**src/rtl/sdram_port_arbiter.sv**
```systemverilog
`default_nettype none
// ============================================================================
//  Module   : sdram_port_arbiter
//  Purpose  : Round-robin arbiter that shares one 16-bit Avalon-MM SDRAM
//             master port between two client masters (c0, c1). The owning
//             client is forwarded straight through; the other is stalled
//             with waitrequest. A hold limit bounds how many back-to-back
//             transfers one client may issue while the other is waiting.
//  Ports    : clk, reset (async, active-high)
//             c0_* / c1_* : client Avalon-MM slave side (address, read,
//                           write, writedata, readdata, waitrequest)
//             m_*         : SDRAM-facing Avalon-MM master side
//             grant       : registered one-hot owner {c1,c0}, 00 = idle
//  Revision : 1.0 - initial release
// ============================================================================
module sdram_port_arbiter #(
   parameter int unsigned HOLD_MAX = 16   // 1..255
) (
   input  logic        clk,
   input  logic        reset,
   // client 0
   input  logic [31:0] c0_address,
   input  logic        c0_read,
   input  logic        c0_write,
   input  logic [15:0] c0_writedata,
   output logic [15:0] c0_readdata,
   output logic        c0_waitrequest,
   // client 1
   input  logic [31:0] c1_address,
   input  logic        c1_read,
   input  logic        c1_write,
   input  logic [15:0] c1_writedata,
   output logic [15:0] c1_readdata,
   output logic        c1_waitrequest,
   // SDRAM port
   output logic [31:0] m_address,
   output logic        m_read,
   output logic        m_write,
   output logic [15:0] m_writedata,
   input  logic [15:0] m_readdata,
   input  logic        m_waitrequest,
   // owner
   output logic [1:0]  grant
);

   typedef enum logic [1:0] {
      IDLE = 2'd0,
      OWN0 = 2'd1,
      OWN1 = 2'd2
   } state_t;

   localparam logic [8:0] HOLD_LIM = 9'(HOLD_MAX);

   state_t     state_q, state_d;
   logic       last_q, last_d;          // previous owner: 0 = c0, 1 = c1
   logic [7:0] hold_cnt_q, hold_cnt_d;
   logic [1:0] grant_q, grant_d;

   logic       req0, req1;
   logic       own_id;                  // index of the current owner
   logic       own_req, oth_req;
   state_t     oth_state;
   logic [8:0] cnt_inc;                 // one bit wider so the limit compare cannot wrap

   assign req0      = c0_read | c0_write;
   assign req1      = c1_read | c1_write;
   assign own_id    = (state_q == OWN1);
   assign own_req   = own_id ? req1 : req0;
   assign oth_req   = own_id ? req0 : req1;
   assign oth_state = own_id ? OWN0 : OWN1;
   assign cnt_inc   = {1'b0, hold_cnt_q} + 9'd1;

   // ------------------------------------------------------------------------
   // Next-state / arbitration
   // ------------------------------------------------------------------------
   always_comb begin
      state_d    = state_q;
      last_d     = last_q;
      hold_cnt_d = hold_cnt_q;
      case (state_q)
         IDLE: begin
            hold_cnt_d = 8'd0;
            if (req0 && req1) begin
               // tie goes to whichever client did not own the port last
               state_d = last_q ? OWN0 : OWN1;
            end else if (req0) begin
               state_d = OWN0;
            end else if (req1) begin
               state_d = OWN1;
            end
         end
         OWN0, OWN1: begin
            if (!own_req) begin
               // owner released (or abandoned an unaccepted request)
               state_d    = oth_req ? oth_state : IDLE;
               last_d     = own_id;
               hold_cnt_d = 8'd0;
            end else if (!m_waitrequest) begin
               if ((cnt_inc >= HOLD_LIM) && oth_req) begin
                  // hold budget spent and the other side is waiting: hand over
                  state_d    = oth_state;
                  last_d     = own_id;
                  hold_cnt_d = 8'd0;
               end else if (cnt_inc >= HOLD_LIM) begin
                  hold_cnt_d = HOLD_LIM[7:0];
               end else begin
                  hold_cnt_d = cnt_inc[7:0];
               end
            end
            // reqX & m_waitrequest: hold everything so m_* stays stable
         end
         default: begin
            state_d    = IDLE;
            hold_cnt_d = 8'd0;
         end
      endcase
      grant_d = {state_d == OWN1, state_d == OWN0};
   end

   always_ff @(posedge clk or posedge reset) begin
      if (reset) begin
         state_q    <= IDLE;
         last_q     <= 1'b1;
         hold_cnt_q <= 8'd0;
         grant_q    <= 2'b00;
      end else begin
         state_q    <= state_d;
         last_q     <= last_d;
         hold_cnt_q <= hold_cnt_d;
         grant_q    <= grant_d;
      end
   end

   assign grant = grant_q;

   // ------------------------------------------------------------------------
   // Datapath mux: owner sees the SDRAM port directly, the other is stalled.
   // Write dominates when a client asserts read and write together.
   // ------------------------------------------------------------------------
   always_comb begin
      m_address      = 32'd0;
      m_read         = 1'b0;
      m_write        = 1'b0;
      m_writedata    = 16'd0;
      c0_readdata    = 16'd0;
      c1_readdata    = 16'd0;
      c0_waitrequest = 1'b1;
      c1_waitrequest = 1'b1;
      case (state_q)
         OWN0: begin
            m_address      = c0_address;
            m_read         = c0_read & ~c0_write;
            m_write        = c0_write;
            m_writedata    = c0_writedata;
            c0_readdata    = m_readdata;
            c0_waitrequest = m_waitrequest;
         end
         OWN1: begin
            m_address      = c1_address;
            m_read         = c1_read & ~c1_write;
            m_write        = c1_write;
            m_writedata    = c1_writedata;
            c1_readdata    = m_readdata;
            c1_waitrequest = m_waitrequest;
         end
         default: begin
         end
      endcase
   end

endmodule
`default_nettype wire

```
**config.mk**
```make
export PLATFORM = sky130hd
export DESIGN_NAME = sdram_port_arbiter
export DESIGN_NICKNAME = d
export VERILOG_FILES = /design/src/rtl/sdram_port_arbiter.sv
export SDC_FILE = /design/constraint.sdc
export NUM_CORES = 1
export LEC_CHECK = 0
export BUFFER_PORTS_ARGS = -buffer_cell sky130_fd_sc_hd__buf_2
export CORE_MARGIN = 3
export CORE_UTILIZATION = 25
export CTS_BUF_LIST = sky130_fd_sc_hd__clkbuf_8
export CTS_CLUSTER_SIZE = 20
export DETAILED_ROUTE_END_ITERATION = 8
export PLACE_DENSITY = 0.71
export SLEW_MARGIN = 20
export SYNTH_ARGS = -nofsm -noshare
export SYNTH_HDL_FRONTEND = slang
export SYNTH_SLANG_ARGS = --single-unit
```
**constraint.sdc**
```tcl
create_clock -name clk -period 3.4 [get_ports clk]
set_clock_uncertainty 0.1 [all_clocks]
set_input_delay 0.68 -clock clk [delete_from_list [all_inputs] [get_ports clk]]
set_output_delay 0.68 -clock clk [all_outputs]
set_load 0.02 [all_outputs]
```
Yosys cells after proc, flatten, opt, wreduce, memory -nomap -nowiden
Index checks and enable logic that the tools add are counted.

cells by class
  order comparisons = 1
  equality and inequality tests = 7
  mux-type cells = 28
  bitwise gates (word level) = 6
  reduce and logical (&&, ||, !) cells = 5
  $add $sub $neg = 1

operator list
  kind                 number
  $pmux 32 s2          1
  $mux 8               5
  $mux 16              2
  $pmux 16 s2          1
  $mux 2               9
  $add 8x1->9 const B  1
  $ge 9x5->1 const B   1
  $mux 1               7
  $eq 2x1->1 const B   2
  $eq 2x2->1 const B   2
  $pmux 1 s2           2
  $pmux 2 s2           1
  $ne 3x3->1 const B   1
  $reduce_and 3->1     1
  $and 1x1->1          2
  $logic_and 1x1->1    2
  $logic_not 2->1      1
  $ne 2x1->1 const B   1
  $ne 2x2->1 const B   1
  $not 1->1            2
  $or 1x1->1           2
  $reduce_or 2->1      1

word-level totals
  logic and storage cells = 52
  bits of input ports = 119
  register bits after elaboration = 13

Depth between registers and ports, before layout
Gate-level depths: netlist of run 1.

  word-level depth = 8
  gate-level depth with buffers = 8

Least setup slack after synthesis of run 1
Ideal clock, no wire load.

  path type = register -> output
  start point = reg state_q[0]
  end point = out m_address[0]
  path buffers = 3
  arrival time = 1.919 ns
  stages on the path, launching flop included = 8
  setup slack = 0.701 ns
  cells stage by stage = dfrtp_1 inv_1 ha_1 clkbuf_1 buf_2 buf_1 a22oi_1 nor2b_1

between the ends
  longest elaborated chain between the ends = 2
  elaborated cells on any way between the ends = 3

ends and longest elaborated chain
  what                    line  text
  start, declared         54    state_t state_q, state_d;
  start signal, assigned  127   state_q <= state_d;
  $eq 2x2->1              -
  net own_id              60    logic own_id;
  $pmux 32 s2             149   case (state_q)
  end, declared           36    output logic [31:0] m_address,

The timed path passes the listed nets, and every way through them passes these cells.

Final worst setup path of run 1
  start point = reg state_q[1]
  end point = out m_writedata[7]

between the ends
  longest elaborated chain between the ends = 2
  elaborated cells on any way between the ends = 3

ends and longest elaborated chain
  what                                             line  text
  $eq 2x2->1 / $eq 2x1->1 (equally long branches)  149
  $pmux 16 s2 (*)                                  149
  end, declared                                    39    output logic [15:0] m_writedata,

Every way passes the cells marked *; elsewhere a longest branch is shown, timed or not.

==> metrics, run 1 <==
status=finished clean; area of the core=approximately 7000 um2; DP HPWL=approximately 6600 um; cells after synthesis=around 240; EDFF count, synth=0; reg2reg path depth=8; post-synthesis sequential area ratio=between 10% and 20%; Antenna Nets Post-Route=0; syn_area_per_cell=7.48 um2; Starting Density=between 20% and 30%; GR Overflow Total=0; clock network power share=between 5 and 6%; row count=30; RR Endpoint=grant[1]$_DFF_PP0_; cell internal pwr=between 1 and 1.5 mW; Hold Path Class=in -> async; Fin Setup TNS=0 ns; Critical Path Sink Type=primary output; Tot Pwr=between 2 and 2.5 mW; TritonCTS Buffers=3; part of the power in registers=just under 10%; FFs w/ async S/R, synth=100%; Pleak=1.61 nW; share of layout cells above drive strength 1=51.4%; H-Tree Depth=1; Switch Pwr=1.24 mW; fin crit share=about 80%; Setup Slack @ Placement=around 0.85 ns; crit path time final=between 2 and 3 ns; io pins=between 200 and 250; Synth cell types=43; crit path to=m_writedata[7]; Starting DRT DRC Count=104; clk slew on worst S/H paths=approximately 0.05 ns; Achievable Freq=roughly 0.36 GHz; most frequent cells in the layout=204 x buf_2, 50 x nor2b_1, 49 x a22oi_1; RSZ-0062 raised after global routing=no; CP startpoint kind=register; CTS hold repair buffers=0; arrival time worst endpoint=between 2 and 2.5 ns; Synth-to-Final Area Change=63.5%; Post-CTS Setup Bufs=0; worst hold slack=between 0.3 and 0.4 ns; vias=between 2k and 3k; final cell count without fillers=530; Die Span X=just over 90 um; post-cts sizing count=0; count of port buffers added during placement=204; Nets=560; final worst slack=0.611 ns; Post-Syn Area=between 1500 and 2000 um2; drt total wl=7940 um; CTS max path bufs=2; crit path launch=state_q[1]$_DFF_PP0_; clock latency at the later pin of the worst-skew pair=between 0.2 and 0.25 ns; Chip Height=91.3 um; Final setup viols=0; largest net degree at the start of global routing=49; post-DR vias/cell=4.81; Final Hold Fails=0; Comb pwr share=approximately 84%; slowest CP cell=ha_2; residual DRC count=0; pwr/cell area=around 760 nW/um2; CP Cell Sequence=inv_1 -> ha_2 -> buf_4 -> a22oi_1 -> nor2b_1 -> buf_2; synthesis warning total=0; CP Class=reg -> out; switching share of power=between 50% and 60%; syn nets=about 370; placed inst area=2930 um2; first-pass GRT wire length=between 10000 and 15000 um; critical path depth=6; Final Cell Area=just under 3000 um2; max cap viols=0; Routed wire per std cell=between 10 and 15 um; TritonCTS clock tree=done; CP max stage delay=~0.44 ns; router iterations before antenna repair=4; n_diodes=0; Worst slew margin=63.3%; Yosys reg bits=13; VDD IR max=0.000349 V; critical-path maximum fanout=25; Slew @ Worst Pin=roughly 0.55 ns; most common cell after layout, fill and taps aside=buf_2; CTS root buffer=clkbuf_8; worst reg2reg path startpoint=state_q[0]$_DFF_PP0_; Main synth FF type=dfrtp_1; worst path bufs/invs=3; max-slew violation count=0; setup slack, reg-to-reg=~0.9 ns; routability congestion estimate=around 0.85; # clock sinks=13; Placed Cells=526; Final Util=a little over two fifths; CP required=~2.6 ns; initial antenna violation count=0; gr usage total=18.0%; Die ar.=between 8000 and 9000 um2; vias in the first global route=around 2.5k; delay-heaviest family, CP=buffers and inverters
==> synthesized netlist by cell type (all sizes together) (2+ instances only) <==
cell type	count	area, um2
nor2b	50	313
a22oi	49	368
and2	37	231
clkbuf	17	63.8
dfrtp	12	300
nand2	9	33.8
o21ai	7	35.0
buf	6	31.3
ha	6	75.1
inv	5	18.8
o31ai	5	37.5
nor2	4	15.0
nor3	4	25.0
a21oi	3	15.0
and3	3	23.8
a211oi	2	15.0
a21boi	2	18.8
a31oi	2	12.5
nor3b	2	20.0
==> routing by layer <==
layer  track usage [%]  up-vias  share of wire [%]
li1                  -     1254                  -
met1              21.2     1177                 40
met2              34.0      109                 53
met3              2.90        8                6.1
met4              3.27        0                1.2
met5                 0        -                  0
==> worst min-delay path by stage <==
stage                                    startpoint                         to
after floorplan           hold_cnt_q[5]$_DFFE_PP0P_  hold_cnt_q[5]$_DFFE_PP0P_
after global placement    hold_cnt_q[5]$_DFFE_PP0P_  hold_cnt_q[5]$_DFFE_PP0P_
after detailed placement  hold_cnt_q[5]$_DFFE_PP0P_  hold_cnt_q[5]$_DFFE_PP0P_
after CTS                                     reset  hold_cnt_q[2]$_DFFE_PP0P_
after global routing      hold_cnt_q[6]$_DFFE_PP0P_  hold_cnt_q[6]$_DFFE_PP0P_
final                                         reset  hold_cnt_q[2]$_DFFE_PP0P_
==> sequential cells by signal, indices dropped and copies added, names as in the netlist <==
name / count
last_q: 1
grant: 2
state_q: 2
hold_cnt_q: 8
==> layout make-up <==
cell class                 instances  area [um2]
clock inverter                     1        3.75
clock buffer                       3        41.3
inverter                           5        18.8
timing repair buffer             210        1080
tap                               96         120
multi-input combinational        202        1380
sequential                        13         327
fill                             735        3940
==> power by group through the flow <==
stage	Clock [mW]	Sequential (mW)	Combinational (mW)
after detailed placement	0	0.226	1.92
after CTS	0.136	0.224	1.92
after global routing	0.142	0.232	2.07
after floorplan	0	0.227	1.30
final	0.132	0.225	1.91
after global placement	0	0.224	1.89
==> worst register-to-register path, cell delays in order, from the launching register on <==
cell and delay, ns:
dfrtp_1 0.41, inv_1 0.12, ha_2 0.38, buf_4 0.25, nor3_1 0.09, a211o_1 0.30
o31ai_1 0.31, a41oi_1 0.19, nor3_1 0.24
==> logic make-up (layout without fill, tap and decap cells) <==
family,count (synthesis),count (layout),synth area share (%)
AND/OR/NAND/NOR,115,115,38.8
AO/OA/AOI/OAI,79,79,31.7
buffers and inverters,28,219,6.26
flip-flops,13,13,18.0
adder cells (fa/ha/maj),6,6,4.13
XOR/XNOR,1,1,0.482
multiplexers,1,1,0.619
(Power assumes the default switching activity.)
==> inputs of run 2 (changes only) <==
==> constraint.sdc (replaced) <==
create_clock -name clk -period 2.9 [get_ports clk]
set_clock_uncertainty 0.1 [all_clocks]
set_input_delay 0.58 -clock clk [delete_from_list [all_inputs] [get_ports clk]]
set_output_delay 0.58 -clock clk [all_outputs]
set_load 0.02 [all_outputs]
==> metrics, run 2 (same netlist as run 1, synthesis figures left out) <==
CP Cell Sequence=inv_1 -> ha_2 -> buf_4 -> nor2b_1 -> buf_2; clock latency at the later pin of the worst-skew pair=about 0.24 ns; VDD IR max=between 0.0004 and 0.0005 V; Chip Height=between 90 and 100 um; first-pass GRT wire length=between 10000 and 15000 um; Antenna Nets Post-Route=0; placed inst area=roughly 2900 um2; TritonCTS Buffers=3; residual DRC count=0; Tot Pwr=approximately 2.7 mW; Slew @ Worst Pin=roughly 0.54 ns; gr usage total=between 15 and 20%; CP Class=reg -> out; met2 usage in global routing=between 30% and 40%; H-Tree Depth=1; arrival time worst endpoint=1.93 ns; most common cell after layout, fill and taps aside=buf_2; Top reg by flops=hold_cnt_q; count of port buffers added during placement=204; CTS root buffer=clkbuf_8; cell internal pwr=roughly 1.2 mW; RR Endpoint=grant[0]$_DFF_PP0_; setup slack, reg-to-reg=around 0.6 ns; Hold Path Class=in -> async; TritonCTS clock tree=done; status=finished clean; n_diodes=0; max cap viols=0; Multi-input gate area=1400 um2; Starting DRT DRC Count=approximately 110; area of the core=about 6900 um2; Fin Setup TNS=0 ns; Fillers=around 740; crit path time final=about 2.6 ns; grt met3 use=~3.1%; RSZ-0062 raised after global routing=no; Switch Pwr=between 1 and 1.5 mW; part of the power in registers=9.9%; worst path bufs/invs=3; Final Util=43.5%; Final setup viols=0; # clock sinks=13; Die ar.=about 8300 um2; M1 GR Usage=20.9%; drt total wl=7930 um; FF/Latch Area=327 um2; critical path depth=5; Synth-to-Final Area Change=65.4%; largest net degree at the start of global routing=44; CTS max path bufs=2; grt peak-use layer=met2; max-slew violation count=0; post-cts sizing count=0; GR Overflow Total=0; CTS hold repair buffers=0; pwr/cell area=between 800 and 900 nW/um2; CP required=around 2.2 ns; delay-heaviest family, CP=buffers and inverters; row count=30; worst reg2reg path startpoint=state_q[0]$_DFF_PP0_; routability congestion estimate=around 0.9; Comb pwr share=around 85%; Post-CTS Setup Bufs=0; Final Hold Fails=0; clk slew on worst S/H paths=0.05 ns; switching share of power=a little over half; Nets=563; clock network power share=roughly 5.6%; slowest CP cell=ha_2; Die Span X=between 90 and 100 um; Worst slew margin=around 64%; reg2reg path depth=6; critical-path maximum fanout=19; fin crit share=approximately 90%; Critical Path Sink Type=primary output; io pins=a little over 200; most frequent cells in the layout=204 x buf_2, 50 x nor2b_1, 49 x a22oi_1; share of layout cells above drive strength 1=51.9%; Starting Density=26.3%; vias=approximately 2.6k; Pleak=1.62 nW; DP HPWL=between 6000 and 7000 um; initial antenna violation count=0; post-DR vias/cell=4.83; max FFs per register=8; CP startpoint kind=register; router iterations before antenna repair=4; vias in the first global route=around 2.4k; Final Cell Area=between 3000 and 4000 um2; Achievable Freq=roughly 0.38 GHz; CP max stage delay=0.53 ns; Routed wire per std cell=~15 um
[run 2: cell types whose count changed in the layout (fill, tap and decap cells not counted), sizes merged]
| cell | change |
|---|---|
| buf | +3 |
[run 2: how the worst max path moves through the flow]
stage	from	to	slack, ns
after floorplan	state_q[0]$_DFF_PP0_	m_address[0]	0.30
after global placement	state_q[0]$_DFF_PP0_	grant[0]$_DFF_PP0_	0.48
after detailed placement	state_q[0]$_DFF_PP0_	m_address[25]	0.39
after CTS	state_q[0]$_DFF_PP0_	m_address[25]	0.13
after global routing	state_q[1]$_DFF_PP0_	m_address[0]	0.12
final	state_q[1]$_DFF_PP0_	m_address[15]	0.29
[run 2: metal layers]
| metal | vias to the layer above | part of all wire (%) |
|---|---|---|
| met3 | 10 | 7.0 |
| met2 | 112 | 52 |
| met5 | - | 0 |
| li1 | 1261 | - |
| met1 | 1189 | 39 |
| met4 | 0 | 1.5 |
[run 2: layout make-up]
cell class | instances | area share (%)
Inverter | 5 | 0.624
Clock inverter | 1 | 0.125
Tap cell | 96 | 4.00
Sequential cell | 13 | 10.9
Clock buffer | 3 | 1.37
Multi-Input combinational cell | 202 | 46.4
Timing Repair Buffer | 213 | 36.6
[run 2: worst register-to-register path, delay by kind of cell (launching register included)]
kind	cells	cell delay, ns
and+or+nand+nor	3	0.90
DFF	1	0.41
adders and majority gates	1	0.36
AOI/OAI and AO/OA	1	0.28
buffers and inverters	1	0.17
[run 2: per-stage QoR]
stage	std cells	setup slack, ns	hold WS [ns]
final	533	0.286	0.242
after global placement	529	0.481	0.365
after CTS	533	0.126	0.255
after global routing	533	0.119	0.296
after detailed placement	529	0.391	0.369
after floorplan	243	0.301	0.344
[run 2: power by group through the flow]
stage,Sequential [mW],Combinational (mW),Clock (mW)
6_report,0.267,2.28,0.152
5_1_grt,0.273,2.49,0.168
4_1_cts,0.262,2.28,0.160
3_5_place_dp,0.264,2.27,0
3_3_place_gp,0.263,2.24,0
2_1_floorplan,0.266,1.52,0
==> inputs of run 3 (changes only) <==
--- a/config.mk
+++ b/config.mk
@@ -5,13 +5,14 @@
 export SDC_FILE = /design/constraint.sdc
 export NUM_CORES = 1
 export LEC_CHECK = 0
+export ABC_AREA = 1
 export BUFFER_PORTS_ARGS = -buffer_cell sky130_fd_sc_hd__buf_2
-export CORE_MARGIN = 3
-export CORE_UTILIZATION = 25
+export CORE_AREA = 2 2 78 80
 export CTS_BUF_LIST = sky130_fd_sc_hd__clkbuf_8
 export CTS_CLUSTER_SIZE = 20
 export DETAILED_ROUTE_END_ITERATION = 8
-export PLACE_DENSITY = 0.71
+export DIE_AREA = 0 0 80 82
+export PLACE_DENSITY = 0.84
 export SLEW_MARGIN = 20
 export SYNTH_ARGS = -nofsm -noshare
 export SYNTH_HDL_FRONTEND = slang
==> metrics, run 3 <==
status=finished clean; Antenna Nets Post-Route=0; Post-CTS Setup Bufs=0; VDD IR max=approximately 0.00046 V; # clock sinks=13; vias in the first global route=2331; syn_area_per_cell=approximately 5.2 um2; synthesis warning total=0; routability congestion estimate=around 0.91; crit path time final=approximately 2.6 ns; clock network power share=roughly 6.0%; Final Hold Fails=0; Synth-to-Final Area Change=65.4%; max FFs per register=8; max-slew violation count=0; FF/Latch Area=327 um2; CTS hold repair buffers=0; cell taking the most area after synthesis=nand2_1; Pleak=1.87 nW; clk slew on worst S/H paths=about 0.050 ns; Routed wire per std cell=about 11 um; share of layout cells above drive strength 1=a little over two fifths; Top reg by flops=hold_cnt_q; Starting Density=a little under a third; CTS max path bufs=2; Critical Path Sink Type=primary output; Commonest cells post-synth=152 x nand2_1, 51 x a21oi_1, 48 x inv_1; Main synth FF type=dfrtp_1; area share of the largest cell type after synthesis=about 33%; TritonCTS Buffers=3; Starting DRT DRC Count=slightly above 60; part of the power in registers=9.7%; gr usage total=18.3%; pwr/cell area=910 nW/um2; count of port buffers added during placement=~200; syn nets=458; Worst slew margin=67.0%; final worst slack=approximately 0.29 ns; Area contributors post-synth=nand2_1 33%, dfrtp_1 17%, a21oi_1 15%, inv_1 10%, ha_1 4.3%; FFs w/ async S/R, synth=100%; DP HPWL=about 5400 um; area of the core=about 5700 um2; Die Span X=around 80 um; Die ar.=~6600 um2; largest net degree at the start of global routing=a little under 70; placed inst area=around 2800 um2; max cap viols=0; Switch Pwr=between 1.5 and 2 mW; post-synthesis sequential area ratio=18.8%; most common cell in the netlist=nand2_1; Synth cell types=26; CP required=~2.2 ns; drt total wl=around 6700 um; io pins=roughly 210; Comb pwr share=a little over four fifths; CP startpoint kind=register; Post-Syn Area=roughly 1700 um2; critical-path maximum fanout=27; Hold Path Class=in -> async; CP Class=reg -> out; Chip Height=approximately 82 um; Nets=about 650; first-pass GRT wire length=slightly below 10000 um; H-Tree Depth=1; RSZ-0062 raised after global routing=no; fin crit share=between 90% and 100%; n_diodes=0; TritonCTS clock tree=done; Setup Slack @ Placement=approximately 0.55 ns; EDFF count, synth=0; Multi-input gate area=1150 um2; Final Cell Area=between 2000 and 3000 um2; cells after synthesis=approximately 330; residual DRC count=0; Yosys reg bits=13; most frequent cells in the layout=204 x buf_2, 152 x nand2_1, 51 x a21oi_1; Fin Setup TNS=0 ns; clock latency at the later pin of the worst-skew pair=between 0.2 and 0.25 ns; most common cell after layout, fill and taps aside=buf_2; router iterations before antenna repair=4; vias=about 2.7k; Slew @ Worst Pin=~0.49 ns; row count=28; initial antenna violation count=0; Fillers=584; Final setup viols=0; Achievable Freq=between 0.3 and 0.4 GHz; cell internal pwr=1.01 mW; switching share of power=~60%; post-DR vias/cell=around 4.6; Final Util=between 50% and 60%; post-cts sizing count=0; CTS root buffer=clkbuf_8; GR Overflow Total=0; arrival time worst endpoint=just under 2 ns
==> run 3: per-layer routing <==
metal | GRT usage, % | vias up | share of wire, %
met5 | 0 | - | 0
met4 | 4.07 | 0 | 0.68
met3 | 2.53 | 4 | 9.0
met2 | 35.8 | 141 | 50
met1 | 20.9 | 1201 | 40
li1 | - | 1399 | -
==> run 3: power by group through the flow <==
stage                     Sequential [mW]  Combinational, mW  Clock [mW]
after floorplan                     0.265               1.50           0
after global placement              0.255               2.16           0
after detailed placement            0.258               2.21           0
after CTS                           0.255               2.23       0.162
after global routing                0.260               2.43       0.168
final                               0.255               2.21       0.157
==> run 3: final timing paths <==
| path | start | to | slack [ns] | depth (start not counted) |
|---|---|---|---|---|
| max | state_q[0]$_DFF_PP0_ | m_address[8] | 0.29 | 6 |
| min | reset | grant[1]$_DFF_PP0_ | 0.25 | 2 |
| max reg2reg | state_q[0]$_DFF_PP0_ | state_q[0]$_DFF_PP0_ | 0.80 | 12 |
| min reg2reg | hold_cnt_q[7]$_DFFE_PP0P_ | hold_cnt_q[7]$_DFFE_PP0P_ | 0.39 | 2 |
| max in group asynchronous | reset | last_q$_DFFE_PP1P_ | 2.10 | 2 |
| min in group clk | hold_cnt_q[7]$_DFFE_PP0P_ | hold_cnt_q[7]$_DFFE_PP0P_ | 0.39 | 2 |
==> run 3: logic make-up after synthesis <==
group                    synth area share [%]
buffers and inverters                    15.7
AND/OR/NAND/NOR                          41.7
AO/OA/AOI/OAI                            18.0
adder cells (fa/ha/maj)                  4.31
XOR/XNOR                                 1.01
multiplexers                            0.575
flip-flops                               18.8
==> run 3: critical path, cell delays in order (launching register included) <==
cell and delay [ns]:
dfrtp_1 0.42, inv_1 0.09, ha_1 0.35, inv_2 0.36
buf_12 0.23, a21oi_1 0.06, buf_2 0.16
==> run 3: per-stage QoR <==
stage	power [mW]	cells	hold slack [ns]
global route	2.86	601	0.290
global placement	2.42	597	0.374
floorplan	1.76	333	0.356
finish	2.62	601	0.249
CTS	2.64	601	0.268
detailed placement	2.47	597	0.381
==> run 3: final cells by class <==
cell class | count | area share [%]
Clock buffer | 3 | 1.43
Clock inverter | 1 | 0.130
Inverter | 51 | 6.65
Multi-Input combinational cell | 250 | 39.8
Sequential cell | 13 | 11.3
Tap cell | 75 | 3.26
Timing Repair Buffer | 208 | 37.4
